### config.mk
export PLATFORM = sky130hd
export DESIGN_NAME = rvmyth_sar_adc_ctrl
export DESIGN_NICKNAME = d
export VERILOG_FILES = /design/src/rtl/rvmyth_adc_pkg.sv /design/src/rtl/rvmyth_sar_seq.sv /design/src/rtl/rvmyth_sar_adc_ctrl.sv
export SDC_FILE = /design/constraint.sdc
export NUM_CORES = 1
export LEC_CHECK = 0
export BUFFER_PORTS_ARGS = -buffer_cell sky130_fd_sc_hd__buf_2
export CELL_PAD_IN_SITES_DETAIL_PLACEMENT = 0
export CELL_PAD_IN_SITES_GLOBAL_PLACEMENT = 1
export CORE_ASPECT_RATIO = 0.6
export CORE_UTILIZATION = 38
export DETAILED_ROUTE_END_ITERATION = 8
export GPL_TIMING_DRIVEN = 1
export PLACE_DENSITY_LB_ADDON = 0.1
export SYNTH_ARGS = -nofsm -noshare
export SYNTH_HDL_FRONTEND = slang
export SYNTH_SLANG_ARGS = --single-unit
export TNS_END_PERCENT = 100
### constraint.sdc
create_clock -name clk -period 2.52 [get_ports clk]
set_clock_uncertainty 0.15 [all_clocks]
set_input_delay 0.126 -clock clk [delete_from_list [all_inputs] [get_ports clk]]
set_output_delay 0.126 -clock clk [all_outputs]
set_load 0.01 [all_outputs]
### src/rtl/rvmyth_adc_pkg.sv
// Shared types and defaults for the RVMYTH SAR ADC input path.
// Provides the controller state encoding and default geometry.
package rvmyth_adc_pkg;

   localparam int SAR_WIDTH_DEFAULT  = 10;
   localparam int SAR_SAMPLE_DEFAULT = 2;

   typedef enum logic [1:0] {
      ST_IDLE    = 2'd0,
      ST_SAMPLE  = 2'd1,
      ST_CONVERT = 2'd2,
      ST_DONE    = 2'd3
   } sar_state_t;

endpackage

### src/rtl/rvmyth_sar_seq.sv
// Successive-approximation sequencer: bit pointer plus result register.
// Ports: clk, reset (sync, active-low), load, step, cmp -> trial, result, last.
module rvmyth_sar_seq
   import rvmyth_adc_pkg::*;
#(
   parameter int WIDTH = SAR_WIDTH_DEFAULT
) (
   input  logic             clk,
   input  logic             reset,
   input  logic             load,
   input  logic             step,
   input  logic             cmp,
   output logic [WIDTH-1:0] trial,
   output logic [WIDTH-1:0] result,
   output logic             last
);

   localparam int PW = (WIDTH > 1) ? $clog2(WIDTH) : 1;
   localparam logic [PW-1:0] PTR_TOP = PW'(WIDTH - 1);
   localparam logic [WIDTH-1:0] ONE = WIDTH'(1);

   logic [PW-1:0]    ptr;
   logic [WIDTH-1:0] res;
   logic [WIDTH-1:0] onehot;

   assign onehot = ONE << ptr;
   assign trial  = res | onehot;
   assign result = res;
   assign last   = (ptr == '0);

   // The tested bit is always still 0 when it is resolved,
   // so clearing it on cmp=0 is only for robustness.
   always_ff @(posedge clk) begin
      if (!reset) begin
         ptr <= '0;
         res <= '0;
      end else if (load) begin
         ptr <= PTR_TOP;
         res <= '0;
      end else if (step) begin
         res <= cmp ? (res | onehot) : (res & ~onehot);
         if (ptr != '0) begin
            ptr <= ptr - 1'b1;
         end
      end
   end

endmodule

### src/rtl/rvmyth_sar_adc_ctrl.sv
// SAR ADC controller driving avsddac D and reading an external comparator.
// Ports: clk, reset, start, cmp, ready -> dac_code, sample_en, busy, data, valid.
// The integrating top ties the DAC enable high while this block is active.
module rvmyth_sar_adc_ctrl
   import rvmyth_adc_pkg::*;
#(
   parameter int WIDTH         = SAR_WIDTH_DEFAULT,
   parameter int SAMPLE_CYCLES = SAR_SAMPLE_DEFAULT
) (
   input  logic             clk,
   input  logic             reset,
   input  logic             start,
   input  logic             cmp,
   output logic [WIDTH-1:0] dac_code,
   output logic             sample_en,
   output logic             busy,
   output logic [WIDTH-1:0] data,
   output logic             valid,
   input  logic             ready
);

   localparam logic [3:0] SCNT_LAST = 4'(SAMPLE_CYCLES - 1);

   sar_state_t       state;
   logic [3:0]       scnt;
   logic             load;
   logic             step;
   logic             last;
   logic [WIDTH-1:0] trial;
   logic [WIDTH-1:0] result;

   // Holding load through IDLE and SAMPLE leaves the sequencer
   // primed with the MSB pointer and a clear result on entry to CONVERT.
   assign load = (state == ST_IDLE) || (state == ST_SAMPLE);
   assign step = (state == ST_CONVERT);

   rvmyth_sar_seq #(
      .WIDTH (WIDTH)
   ) u_seq (
      .clk    (clk),
      .reset  (reset),
      .load   (load),
      .step   (step),
      .cmp    (cmp),
      .trial  (trial),
      .result (result),
      .last   (last)
   );

   always_ff @(posedge clk) begin
      if (!reset) begin
         state <= ST_IDLE;
         scnt  <= '0;
      end else begin
         case (state)
            ST_IDLE: begin
               scnt <= '0;
               if (start) begin
                  state <= ST_SAMPLE;
               end
            end
            ST_SAMPLE: begin
               if (scnt == SCNT_LAST) begin
                  scnt  <= '0;
                  state <= ST_CONVERT;
               end else begin
                  scnt <= scnt + 4'd1;
               end
            end
            ST_CONVERT: begin
               if (last) begin
                  state <= ST_DONE;
               end
            end
            ST_DONE: begin
               if (ready) begin
                  state <= start ? ST_SAMPLE : ST_IDLE;
               end
            end
            default: begin
               state <= ST_IDLE;
               scnt  <= '0;
            end
         endcase
      end
   end

   // Outputs decode registered state only; no input reaches them.
   always_comb begin
      dac_code  = '0;
      sample_en = 1'b0;
      busy      = 1'b0;
      data      = '0;
      valid     = 1'b0;
      case (state)
         ST_SAMPLE: begin
            sample_en = 1'b1;
            busy      = 1'b1;
         end
         ST_CONVERT: begin
            busy     = 1'b1;
            dac_code = trial;
         end
         ST_DONE: begin
            valid    = 1'b1;
            data     = result;
            dac_code = result;
         end
         default: begin
         end
      endcase
   end

endmodule

### Word level (Yosys, flattened, before mapping)

Cells that the tools add are included.

* reductions and logical operators: 12
* bitwise logic cells: 4
* add/sub/neg operators: 2
* multiplexer cells: 17
* shifts and indexed selects: 1
* eq/ne operators: 8

Operators by type and width (count)
* 2-to-1 mux 10 bit: 2
* case mux 10 bit (2 select lines): 1
* 2-to-1 mux 4 bit: 4
* AND 10 bit: 1
* inverter 10 bit: 1
* bitwise OR 10 bit: 1
* << shifter 1 x 4 -> 10 bit, first input constant: 1
* 2-to-1 mux 2 bit: 4
* case mux 2 bit (4 select lines): 1
* case mux 4 bit (2 select lines): 1
* nonzero test 2 bit: 3
* adder 4 x 1 -> 4 bit, second input constant: 1
* == test 2 bit, second input constant: 2
* == test 4 x 1 -> 1 bit, second input constant: 1
* logical NOT 4 bit: 1
* 2-to-1 mux 1 bit: 4
* != test 2 x 1 -> 1 bit, second input constant: 2
* != test 2 bit, second input constant: 2
* AND reduction 2 bit: 2
* AND reduction 4 bit: 1
* nonzero test 4 bit: 1
* OR reduction 2 bit: 2
* subtractor 4 x 1 -> 4 bit, second input constant: 1
* == test 2 x 1 -> 1 bit, second input constant: 1
* 3 further kinds: 3

* input port bits: 5
* output and inout bits: 23
* register bits: 20
* word-level logic and storage cells: 49

### Longest topological paths before layout

* depth in word-level cells: 4
* gate-level depth with buffers: 8
* mapped depth without buffers: 6

### By module

Synthesis repeated with hierarchy kept, for this count alone.

* cells, all modules: 178
* area, all modules: 1390.1 µm²

By module, submodules not included
* rvmyth_sar_seq: cells an instance 87, area each 773.2 µm², seq. area each 280.3 µm², instances 1
* rvmyth_sar_adc_ctrl: cells an instance 91, area each 616.8 µm², seq. area each 120.1 µm², instances 1

### Worst setup path before layout

Ideal clock, no wire load.

* path kind: register -> register
* start point: reg u_seq.ptr[0]
* end point: reg state[0]
* arrival time: 1.706 ns
* buffers on the path: 1
* clock period less this slack: 1.975 ns
* stages on the path, launching flop included: 8
* setup slack: 0.545 ns
* data required time: 2.251 ns
* cell sequence: dfxtp_1 inv_1 ha_1 buf_6 nor3b_4 nor2b_2 or3_4 o221a_1

* word-level cells in the longest chain between the ends: 3

RTL lines
* start, declared: RTL line rvmyth_sar_seq.sv:22 `logic [PW-1:0] ptr;`
* start signal, assigned: RTL line rvmyth_sar_seq.sv:43 `ptr <= ptr - 1'b1;`
* logical NOT 4 bit: RTL line rvmyth_sar_seq.sv:29 `assign last = (ptr == '0);`
* != test 2 x 1 -> 1 bit (no source line)
* AND reduction 4 bit (no source line)
* end signal, assigned: RTL line rvmyth_sar_adc_ctrl.sv:77 `state <= start ? ST_SAMPLE : ST_IDLE;`
* end, declared: RTL line rvmyth_sar_adc_ctrl.sv:24 `sar_state_t state;`

No other way between the ends.
A chain may end at the register's enable or synchronous reset.

### Worst setup path after layout

* start point: reg state[0]
* end point: out dac_code[4]

* word-level cells in the longest chain between the ends: 2
* elaborated cells on any way between the ends: 3
* classes of those cells: 2 x eq/ne; 1 x mux

RTL lines
* == test 2 bit: RTL line rvmyth_sar_adc_ctrl.sv:95 `case (state)`
* case mux 10 bit (2 select lines) (*): RTL line rvmyth_sar_adc_ctrl.sv:95
* end, declared: RTL line rvmyth_sar_adc_ctrl.sv:14 `output logic [WIDTH-1:0] dac_code,`

Mark *: on every way between the ends. The rest lies on a longest branch, timed or not.

==> impl_metrics.toml <==
[place]
portBuffers = 27
place.detailed.hpwl_mm = 2.17
placed_area_sq_mm = 0.00146
gp_congestion = 0.792

[floorplanning]
rows = 16
dieArea_sq_mm = 0.00368
die_height_microns = 47.4
initial_core_util = 0.400
die_x_microns = 77.7
io_pins = 28
coreArea_sq_mm = 0.00326

[timing]
slew_violations = 0
setup_viol = 0
clock.fmax_ghz = 0.434
tightest_slew_ps = 490
slew-limit-headroom = 0.673
setup-tns-final_ps = 0
hold_viol = 0
rsz0062_at_grt = "false"
fin_crit_ps = 2300
holdWs_ps = 16.7
period_share = 0.914

[worst_setup_path]
critPathLaunchType = "register"
crit_path_start = "state[0]$_SDFFE_PN0P_"
critPathSlowestCell = "and3b_1"
worst-path-stages = 6
critical_path.endpoint_type = "primary output"
path_cells = "inv_1, ha_1, and3b_1, a21oi_1, nor2_1, buf_2"
worstPathRequired_ps = 2240
rrSetupSlack_ps = 320
critPathBufInv = 2
path_max_fanout = 12
arrival_ps = 2030
cp-endpoint = "dac_code[4]"
reg2reg_to = "state[0]$_SDFFE_PN0P_"
reg2regPathDepth = 6
crit_type = "reg2out"
slowest_delay_ps = 490
timing.rr.start = "u_seq.ptr[0]$_SDFFE_PN0P_"
critical-path-top-delay-family = "simple AND/OR/NAND/NOR gates"

[job]
maxCapViolCount = 0

[synth]
synthTopCellsByArea = "dfxtp_1 (31%), ha_1 (12%), a21oi_1 (8.4%), nand2_1 (7.5%), nor2_1 (6.3%)"
yosysMostFrequentCell = "nand2_1"
ys_ff_latch = 20
ys_warn_count = 0
avgSynthCellArea_sq_um = 7.59
synthArstFlopShare = 0
synthFlopType = "dfxtp_1"
ys_types = 32
synth_top_cell_by_area = "dfxtp_1"
synth_common_cells = "nand2_1 (26), a21oi_1 (22), nor2_1 (22)"
syn-cell-area_sq_mm = 0.00131
synth_edf_count = 0
syn_inst = 172
syn_nets = 190
synth.top_cell.area_share = 0.307
seq_area_frac_synth = 0.307

[detailed_routing]
dr.pass1.iters = 4
first_iter_violations = 73
wl_per_cell_microns = 12.2
viasPerCell = 4.94
post-route-drc-count = 0
wirelength_mm = 2.92
antenna_left = 0
vias = 1186

[cts]
numCtsBuffers = 3
cts_tree = "done"
root_buffer = "clkbuf_8"
cts.clk_slew.worst_paths_ps = 70
postCtsHoldBufs = 0
cts.sinks = 20
clk_path_buf_depth = 2
clock_latency_ps = 260
cts_max_level = 1

[global_routing]
grt_pass1_wl_mm = 4.55
grt.overflow.total = 0
antenna_found_initial = 0
grt_pass1_vias = 935
track_usage = 0.166
grt_max_degree = 15

[power]
max-vdd-ir-drop_mv = 0.323
p_per_area_mw_per_mm2 = 864
total_power_mw = 1.30
p_leak_nw = 0.628

[finish]
syn2layout_area_growth_pct = 15.1
final_layout_size_suffix_gt1_frac = 0.195
final_nets = 215
n_antenna_cell = 0
stdcell_area_sq_mm = 0.00150

[min_path]
hold_class = "in2reg"

[outcome]
status = "finished, final reports clean"
## worst min path at each step
stage / startpoint / cells after the start / to
2_1_floorplan: reset / 2 / u_seq.ptr[3]$_SDFFE_PN0P_
3_3_place_gp: reset / 2 / state[0]$_SDFFE_PN0P_
3_5_place_dp: reset / 2 / state[0]$_SDFFE_PN0P_
4_1_cts: reset / 2 / state[0]$_SDFFE_PN0P_
5_1_grt: reset / 2 / state[0]$_SDFFE_PN0P_
6_report: reset / 2 / state[0]$_SDFFE_PN0P_
## routing by layer
| layer | GRT usage | routed length (microns) | part of all wire |
|---|---|---|---|
| met5 | 0 | 0 | 0 |
| met2 | 0.248 | 1220 | 0.42 |
| met4 | 0.0226 | 0 | 0 |
| met1 | 0.244 | 1570 | 0.54 |
| met3 | 0.0476 | 132 | 0.045 |
## per-stage QoR
| stage | util | setup WS (ps) | instances |
|---|---|---|---|
| after detailed placement | 0.446 | 312 | 237 |
| after floorplan | - | 545 | 172 |
| final | 0.461 | 216 | 240 |
| after CTS | 0.459 | 148 | 240 |
| after global routing | 0.461 | 27.2 | 240 |
| after global placement | 0.446 | 393 | 237 |
## layout by cell type, fill, tap and decap left out, types with 2 or more instances in the layout
cell type	instances
nor3_1	3
and2_1	10
and3b_1	2
nand2_1	26
a22oi_1	2
a21oi_1	22
nand3_1	11
clkbuf_8	3
ha_1	13
nor2_1	22
nor3b_4	2
buf_2	27
a31oi_1	2
buf_4	2
dfxtp_1	20
o21ai_0	2
mux2i_1	2
inv_1	10
## power breakdown
part / internal (mW) / switching [mW] / total (mW)
Sequential: 0.358 / 0.0683 / 0.426
Clock: 0.106 / 0.103 / 0.209
Combinational: 0.272 / 0.392 / 0.664
## what timing repair did
item / in CTS / in global routing
hold endpoints to repair: 0 / 0
gates resized for setup: 0 / 1
endpoints found under the setup margin: 0 / 3
buffers inserted: 0 / 0
## cell type report
class                           count  area [sq um]
Tap cell                           45          56.3
Timing Repair Buffer               29           150
Sequential cell                    20           400
Clock buffer                        3          41.3
Inverter                           10          37.5
Fill cell                         336          1760
Multi-Input combinational cell    133           818
## cells by family after synthesis
group           Yosys count  synth area share
fa+ha+maj                13             0.125
simple gates             81             0.307
flops                    20             0.307
mux                       3            0.0239
compound gates           36             0.166
buf+inv                  19            0.0718
## worst reg2reg max path: cells and delay by family, from the launching register on
kind	cells	cell delay, ps
buf+inv	1	130
simple gates	3	880
compound gates	1	240
fa+ha+maj	1	340
flops	1	350
Note: power is estimated with default switching activity, not from simulation.
